<file path="src/rtl/ddr_tx_gearbox_if.sv">
// Word-side handshake into the gearbox: the producer drives data/valid,
// the gearbox answers with ready.
interface ddr_tx_gearbox_if #(
    parameter int DATA_WIDTH = 8
);
    logic [2*DATA_WIDTH-1:0] in_data;
    logic                    in_valid;
    logic                    in_ready;

    modport master (output in_data, output in_valid, input  in_ready);
    modport slave  (input  in_data, input  in_valid, output in_ready);
endinterface

</file>
<file path="src/rtl/ddr_tx_gearbox.sv">
// Word FIFO feeding a lo-then-hi serialiser that drives a DATA_WIDTH pin group
// on both clock edges (DDR) or on posedge only (SDR), chosen per word.
module ddr_tx_gearbox #(
    parameter int                    DATA_WIDTH = 8,
    parameter int                    FIFO_DEPTH = 4,
    parameter logic [DATA_WIDTH-1:0] IDLE_VALUE = '0
) (
    input  logic                              clk,
    input  logic                              rst_n,
    ddr_tx_gearbox_if.slave                   s_in,
    input  logic                              i_ddr_mode,
    output logic [DATA_WIDTH-1:0]             o_data_out,
    output logic                              o_data_out_valid,
    output logic [$clog2(FIFO_DEPTH+1)-1:0]   o_fifo_count
);
    localparam int CNT_W = $clog2(FIFO_DEPTH+1);
    localparam int PTR_W = $clog2(FIFO_DEPTH);
    localparam logic [CNT_W-1:0] DEPTH_C = CNT_W'(FIFO_DEPTH);

    typedef enum logic [1:0] {S_IDLE, S_DDR, S_SDR_LO, S_SDR_HI} state_t;

    logic [2*DATA_WIDTH-1:0] r_mem [FIFO_DEPTH];
    logic [PTR_W-1:0]        r_wr_ptr;
    logic [PTR_W-1:0]        r_rd_ptr;
    logic [CNT_W-1:0]        r_count;
    logic                    r_run;
    state_t                  r_state;
    logic [DATA_WIDTH-1:0]   r_sdr_hi;
    logic [DATA_WIDTH-1:0]   r_pos_x;
    logic                    r_pos_vx;
    logic [DATA_WIDTH-1:0]   r_hi_stage;
    logic                    r_hi_vld;
    logic [DATA_WIDTH-1:0]   r_neg_x;
    logic                    r_neg_vx;

    state_t                  w_next_state;
    logic                    w_push;
    logic                    w_pop;
    logic                    w_nonempty;
    logic [2*DATA_WIDTH-1:0] w_head;
    logic [DATA_WIDTH-1:0]   w_lo;
    logic [DATA_WIDTH-1:0]   w_hi;
    logic [DATA_WIDTH-1:0]   w_pos_val;
    logic                    w_pos_vld;
    logic [DATA_WIDTH-1:0]   w_stage_val;
    logic                    w_stage_vld;

    assign s_in.in_ready = r_run && rst_n && (r_count < DEPTH_C);
    assign w_push        = s_in.in_valid && s_in.in_ready;
    assign w_nonempty    = (r_count != '0);
    assign w_head        = r_mem[r_rd_ptr];
    assign w_lo          = w_head[DATA_WIDTH-1:0];
    assign w_hi          = w_head[2*DATA_WIDTH-1:DATA_WIDTH];
    assign o_fifo_count  = r_count;

    always_ff @(posedge clk) begin
        if (!rst_n) begin
            r_state <= S_IDLE;
        end else begin
            r_state <= w_next_state;
        end
    end

    // SDR_LO is the only state that cannot accept a new word.
    always_comb begin
        w_next_state = r_state;
        if (r_state == S_SDR_LO) begin
            w_next_state = S_SDR_HI;
        end else if (w_nonempty) begin
            w_next_state = i_ddr_mode ? S_DDR : S_SDR_LO;
        end else begin
            w_next_state = S_IDLE;
        end
    end

    always_comb begin
        w_pop       = 1'b0;
        w_pos_val   = IDLE_VALUE;
        w_pos_vld   = 1'b0;
        w_stage_val = IDLE_VALUE;
        w_stage_vld = 1'b0;
        if (r_state == S_SDR_LO) begin
            w_pos_val   = r_sdr_hi;
            w_pos_vld   = 1'b1;
            w_stage_val = r_sdr_hi;
            w_stage_vld = 1'b1;
        end else if (w_nonempty) begin
            w_pop       = 1'b1;
            w_pos_val   = w_lo;
            w_pos_vld   = 1'b1;
            w_stage_val = i_ddr_mode ? w_hi : w_lo;
            w_stage_vld = 1'b1;
        end
    end

    always_ff @(posedge clk) begin
        if (!rst_n) begin
            r_wr_ptr <= '0;
            r_rd_ptr <= '0;
            r_count  <= '0;
            r_run    <= 1'b0;
        end else begin
            r_run <= 1'b1;
            if (w_push) r_wr_ptr <= r_wr_ptr + 1'b1;
            if (w_pop)  r_rd_ptr <= r_rd_ptr + 1'b1;
            case ({w_push, w_pop})
                2'b10:   r_count <= r_count + 1'b1;
                2'b01:   r_count <= r_count - 1'b1;
                default: r_count <= r_count;
            endcase
        end
    end

    always_ff @(posedge clk) begin
        if (w_push) r_mem[r_wr_ptr] <= s_in.in_data;
        if (w_pop && !i_ddr_mode) r_sdr_hi <= w_hi;
    end

    // Posedge output stage: stores value^neg so that pos^neg shows the value
    // during the high phase without any clock-gated mux.
    always_ff @(posedge clk) begin
        if (!rst_n) begin
            r_pos_x    <= IDLE_VALUE;
            r_pos_vx   <= 1'b0;
            r_hi_stage <= IDLE_VALUE;
            r_hi_vld   <= 1'b0;
        end else begin
            r_pos_x    <= w_pos_val ^ r_neg_x;
            r_pos_vx   <= w_pos_vld ^ r_neg_vx;
            r_hi_stage <= w_stage_val;
            r_hi_vld   <= w_stage_vld;
        end
    end

    // Negedge output stage: stores stage^pos so pos^neg shows the low-phase value.
    always_ff @(negedge clk) begin
        r_neg_x  <= r_hi_stage ^ r_pos_x;
        r_neg_vx <= r_hi_vld ^ r_pos_vx;
    end

    assign o_data_out       = r_pos_x ^ r_neg_x;
    assign o_data_out_valid = r_pos_vx ^ r_neg_vx;
endmodule

</file>
<file path="src/flat_wrapper.sv">
// flat-port wrapper written by rule: the top's interface ports become plain ports
module ddr_tx_gearbox_flat 
#(
    parameter int                    DATA_WIDTH = 8,
    parameter int                    FIFO_DEPTH = 4,
    parameter logic [DATA_WIDTH-1:0] IDLE_VALUE = '0
)
  (clk, rst_n, i_ddr_mode, o_data_out, o_data_out_valid, o_fifo_count, s_in_in_data, s_in_in_valid, s_in_in_ready);
  ddr_tx_gearbox_if #(.DATA_WIDTH(DATA_WIDTH)) s_in_i ();
  input  logic clk;
  input  logic rst_n;
  input  logic i_ddr_mode;
  output logic [DATA_WIDTH-1:0] o_data_out;
  output logic o_data_out_valid;
  output logic [$clog2(FIFO_DEPTH+1)-1:0] o_fifo_count;
  input wire logic [$bits(s_in_i.in_data)-1:0] s_in_in_data;
  input wire logic [$bits(s_in_i.in_valid)-1:0] s_in_in_valid;
  output wire logic [$bits(s_in_i.in_ready)-1:0] s_in_in_ready;
  assign s_in_i.in_data = s_in_in_data;
  assign s_in_i.in_valid = s_in_in_valid;
  assign s_in_in_ready = s_in_i.in_ready;
  ddr_tx_gearbox #(.DATA_WIDTH(DATA_WIDTH), .FIFO_DEPTH(FIFO_DEPTH), .IDLE_VALUE(IDLE_VALUE)) u_core (.clk(clk), .rst_n(rst_n), .s_in(s_in_i), .i_ddr_mode(i_ddr_mode), .o_data_out(o_data_out), .o_data_out_valid(o_data_out_valid), .o_fifo_count(o_fifo_count));
endmodule
</file>
<file path="config.mk">
export PLATFORM = sky130hd
export DESIGN_NAME = ddr_tx_gearbox_flat
export DESIGN_NICKNAME = d
export VERILOG_FILES = /design/src/rtl/ddr_tx_gearbox_if.sv /design/src/rtl/ddr_tx_gearbox.sv /design/src/flat_wrapper.sv
export SDC_FILE = /design/constraint.sdc
export NUM_CORES = 1
export LEC_CHECK = 0
export ABC_AREA = 0
export CAP_MARGIN = 40
export CORE_ASPECT_RATIO = 0.7
export CORE_MARGIN = 10
export CORE_UTILIZATION = 35
export CTS_BUF_LIST = sky130_fd_sc_hd__clkbuf_16
export CTS_CLUSTER_SIZE = 8
export DETAILED_ROUTE_END_ITERATION = 7
export PLACE_DENSITY_LB_ADDON = 0.25
export SLEW_MARGIN = 20
export SYNTH_ARGS = -nofsm -noshare
export SYNTH_HDL_FRONTEND = slang
export SYNTH_SLANG_ARGS = --single-unit
</file>
<file path="constraint.sdc">
create_clock -name clk -period 2.2 [get_ports clk]
set_clock_uncertainty 0.1 [all_clocks]
set_input_delay 0.33 -clock clk [delete_from_list [all_inputs] [get_ports clk]]
set_output_delay 0.33 -clock clk [all_outputs]
set_load 0.01 [all_outputs]
</file>
# Yosys cells after proc, flatten, opt, wreduce, memory -nomap -nowiden
# Memory sizes are Yosys's and may differ from the RTL's. A register that Yosys moved wholly into a read port is not among the register bits.
# Cells that the tools add are included.
# totals
reg_bits	45
mem_bits_rw	64
input_bits	20
output_inout_bits	13
elab_cells	51
memories	1
# op_classes
addsub	4
n_lt_le_gt_ge	1
n_eq_ne	3
mux	17
bitwise	6
n_reduce_logical	7
# mem_list
name	words	width	rd	rd_clocked_by_memory_dff	write_ports	line	text
u_core.r_mem	4	16	1	1	1	ddr_tx_gearbox.sv:22	logic [2*DATA_WIDTH-1:0] r_mem [FIFO_DEPTH];
# op_table
op	count
$mux 8	5
$xor 8x8->8	3
$mux 2	5
$mux 1	6
$pmux 3 s2	1
$add 2x1->2 const B	2
$eq 2x2->1 const B	2
$logic_and 1x1->1	4
$add 3x1->3 const B	1
$lt 3x3->1 const B	1
$reduce_bool 3->1	1
$sub 3x1->3 const B	1
$xor 1x1->1	3
$eq 2x1->1 const B	1
$reduce_bool 2->1	1
$logic_not 1->1	1

# Longest topological paths before layout
# Gate-level depths: netlist of the first run.
# depth
depth_word	5
depth_mapped	10
depth_no_buf	8

==> flow_summary.json, run 1 <==
{
  "antenna_cells": 0,
  "finalWirelength_um": 11300,
  "critical-path-top-delay-family": "flip-flops",
  "cts.sinks": 111,
  "die-width_um": 161,
  "synth_async_sr_flop_share_pct": 0,
  "gp_congestion": 0.772,
  "comb_power_share_pct": 34.9,
  "maxSlewViolCount": 0,
  "clkPwrFrac_pct": 24.2,
  "start_util_pct": 35.5,
  "r2r_cells": 4,
  "first_pass_iters": 5,
  "slowest_stage": "dfxtp_2",
  "synth_enable_flop_cells": 72,
  "worstPathArrival_ps": 2110,
  "met1_length_um": 5590,
  "hold_violations": 0,
  "p_seq_share_pct": 40.8,
  "end_kind": "output port",
  "worst_pin_slew_ps": 484,
  "die_height_um": 119,
  "worstSetupPathType": "reg2out",
  "nFillCells": 1308,
  "grt_util_all_layers_pct": 11.9,
  "place_hpwl_um": 7900,
  "wl_met2_um": 4880,
  "power_w": 0.00696,
  "clockBufferDepth": 2,
  "ant_nets": 0,
  "leakage_nw": 2.28,
  "cp_cell_sequence": "xor2_1 -> buf_2",
  "port_buffers": 32,
  "wl_per_cell_um": 18.6,
  "maxCapViolCount": 0,
  "fin_nets": 442,
  "drive_gt1_share_pct": 22.8,
  "ir_drop_mv": 0.444,
  "syn-num-nets": 375,
  "num_rows": 36,
  "drc": 0,
  "drtIter0Drc": 215,
  "multi_input_area_um2": 1830,
  "ys.warnings.count": 0,
  "grt_pass1_wl_um": 18100,
  "critical_path_peak_fanout": 2,
  "critPathBufInv": 1,
  "dp_slack_ps": -370,
  "dr_total_vias": 3161,
  "wl_met3_um": 727,
  "ys_ff_latch": 111,
  "ys_types": 34,
  "power_switching_w": 0.00223,
  "fin_ws_ps": -336,
  "switching_share_pct": 32.1,
  "area_growth_pct": 23.9,
  "cts_tree": "built",
  "dieArea_um2": 19200,
  "synth_flop_cell": "edfxtp_1",
  "min_path_type": "reg2reg",
  "fp.coreArea_um2": 13800,
  "violations": "setup timing",
  "via_per_inst": 5.17,
  "clock_latency_ps": 400,
  "synthesis.area_um2": 4890,
  "antenna_found_initial": 0,
  "status": "complete, but fails checks",
  "required_ps": 1770,
  "htree_levels": 3,
  "grt_max_degree": 36,
  "top_layer": "met4",
  "grt_overflow": 0,
  "slowest_delay_ps": 330,
  "start_kind": "flip-flop",
  "cellInternalPower_w": 0.00473,
  "io-pin-count": 33,
  "syn_inst": 349,
  "relSlewSlack_pct": 67.7,
  "root_buffer": "clkbuf_16",
  "rsz0062_at_grt": "true",
  "syn_avg_cell_area_um2": 14.0,
  "place_inst": 586,
  "final-seq-area_um2": 2960,
  "cp.depth": 2,
  "hold_path_depth": 2,
  "first_global_vias": 3232,
  "setup_violations": 16,
  "path_clk_slew_ps": 60,
  "stdcell_count": 611,
  "power_density_nw_per_um2": 1150,
  "numCtsBuffers": 9,
  "final.setup.tns_ps": -3120,
  "holdWs_ps": 394,
  "ctsHoldBuffers": 0,
  "yosysSeqAreaShare_pct": 60.2
}
-- placed cells by master (no fill, tap or decap), types with 4 or more instances in the layout --
cell and instances:
a21oi_1 7, a22oi_1 16, a32o_1 8, and2_1 6, buf_12 7, buf_2 10, buf_4 25, buf_6 6
clkbuf_16 10, clkdlybuf4s50_1 21, dfxtp_1 29, dfxtp_2 10, edfxtp_1 72, ha_1 5, inv_1 19, mux2i_1 33
mux4_2 16, nand2_1 4, nand2_2 5, nand3_1 9, nand3b_1 8, nand4_1 16, nor2_1 10, nor2b_1 9
nor3_1 4, o2111ai_1 8, or3b_1 8, xor2_1 20
-- logic make-up after synthesis --
kind of cell	count (synthesis)	synth area share, %
AND/OR/NAND/NOR	87	10.5
XOR/XNOR	21	3.76
buffers and inverters	31	2.82
flip-flops	111	60.2
AO/OA/AOI/OAI	44	6.86
adder cells (fa/ha/maj)	6	1.69
multiplexers	49	14.1
-- power groups by stage --
stage	Sequential [W]	Clock, W	Combinational [W]
global route	0.00288	0.00184	0.00268
detailed placement	0.00286	0.0000280	0.00250
floorplan	0.00283	0.0000280	0.00140
finish	0.00284	0.00169	0.00243
global placement	0.00285	0.0000280	0.00246
CTS	0.00283	0.00174	0.00245
-- routing by layer --
layer  GRT usage [%]  up-vias
li1                -     1491
met1            16.4     1551
met2            17.6      106
met3            3.65       13
met4            3.74        0
met5               0        -
-- flip-flops by register name, indices dropped and copies added, names as in the netlist, 3 cells and up, named ones only --
signal and count:
u_core.r_mem 64, u_core.r_hi_stage 8, u_core.r_neg_x 8, u_core.r_pos_x 8, u_core.r_sdr_hi 8, u_core.o_fifo_count 3
-- area by class of cell --
type | instances | area share, %
Multi-Input combinational cell | 207 | 30.2
Sequential cell | 111 | 48.8
Clock buffer | 10 | 4.13
Inverter | 8 | 0.496
Tap cell | 190 | 3.93
Clock inverter | 15 | 1.38
Timing Repair Buffer | 70 | 11.0
-- synthesized netlist by cell type (9+ instances only) --
cell type  count  area (um^2)
nand2_1        9         33.8
mux4_2        16          360
nor2b_1       11         68.8
buf_2         10         50.1
xor2_1        20          175
mux2i_1       33          330
a22oi_1       16          120
edfxtp_1      72         2160
nor2_1        10         37.5
nand3_1        9         45.0
dfxtp_1       39          781
inv_1          9         33.8
nand4_1       16          100
-- per-stage QoR --
step	utilization, %	instance area [um^2]
2_1_floorplan	-	4890
3_3_place_gp	41.3	5690
3_5_place_dp	41.3	5690
4_1_cts	43.8	6040
5_1_grt	43.9	6050
6_report	43.9	6050
-- repair_timing --
item / 4_1_cts / 5_1_grt
setup buffers: 5 / 4
resized for setup: 52 / 15
endpoints found under the setup margin: 18 / 19
pin swaps: 7 / 6
-- worst paths after layout --
kind / from / to / slack (ps)
hold / removal: u_core.r_rd_ptr[1]$_SDFFE_PN0N_ / flip-flop / 390
hold reg to reg: u_core.r_rd_ptr[1]$_SDFFE_PN0N_ / flip-flop / 390
setup reg to reg: u_core.r_neg_x[5]$_DFF_N_ / u_core.r_pos_x[5]$_SDFF_PN0_ / -50
setup / recovery: u_core.r_neg_x[4]$_DFF_N_ / o_data_out[4] / -340
-- worst reg2reg max path, delay by kind of cell, from the launching register on --
family	cells	cell delay [ps]
and+or+nand+nor	3	490
DFF	1	330
buffers and inverters	1	120
Power figures use the tool's default switching activity.
==> inputs of run 2 (changes only) <==
SLEW_MARGIN = not set   (was 20)
==> results of run 2 <==
No change in the layout: final DEF, timing and power equal those of run 1.
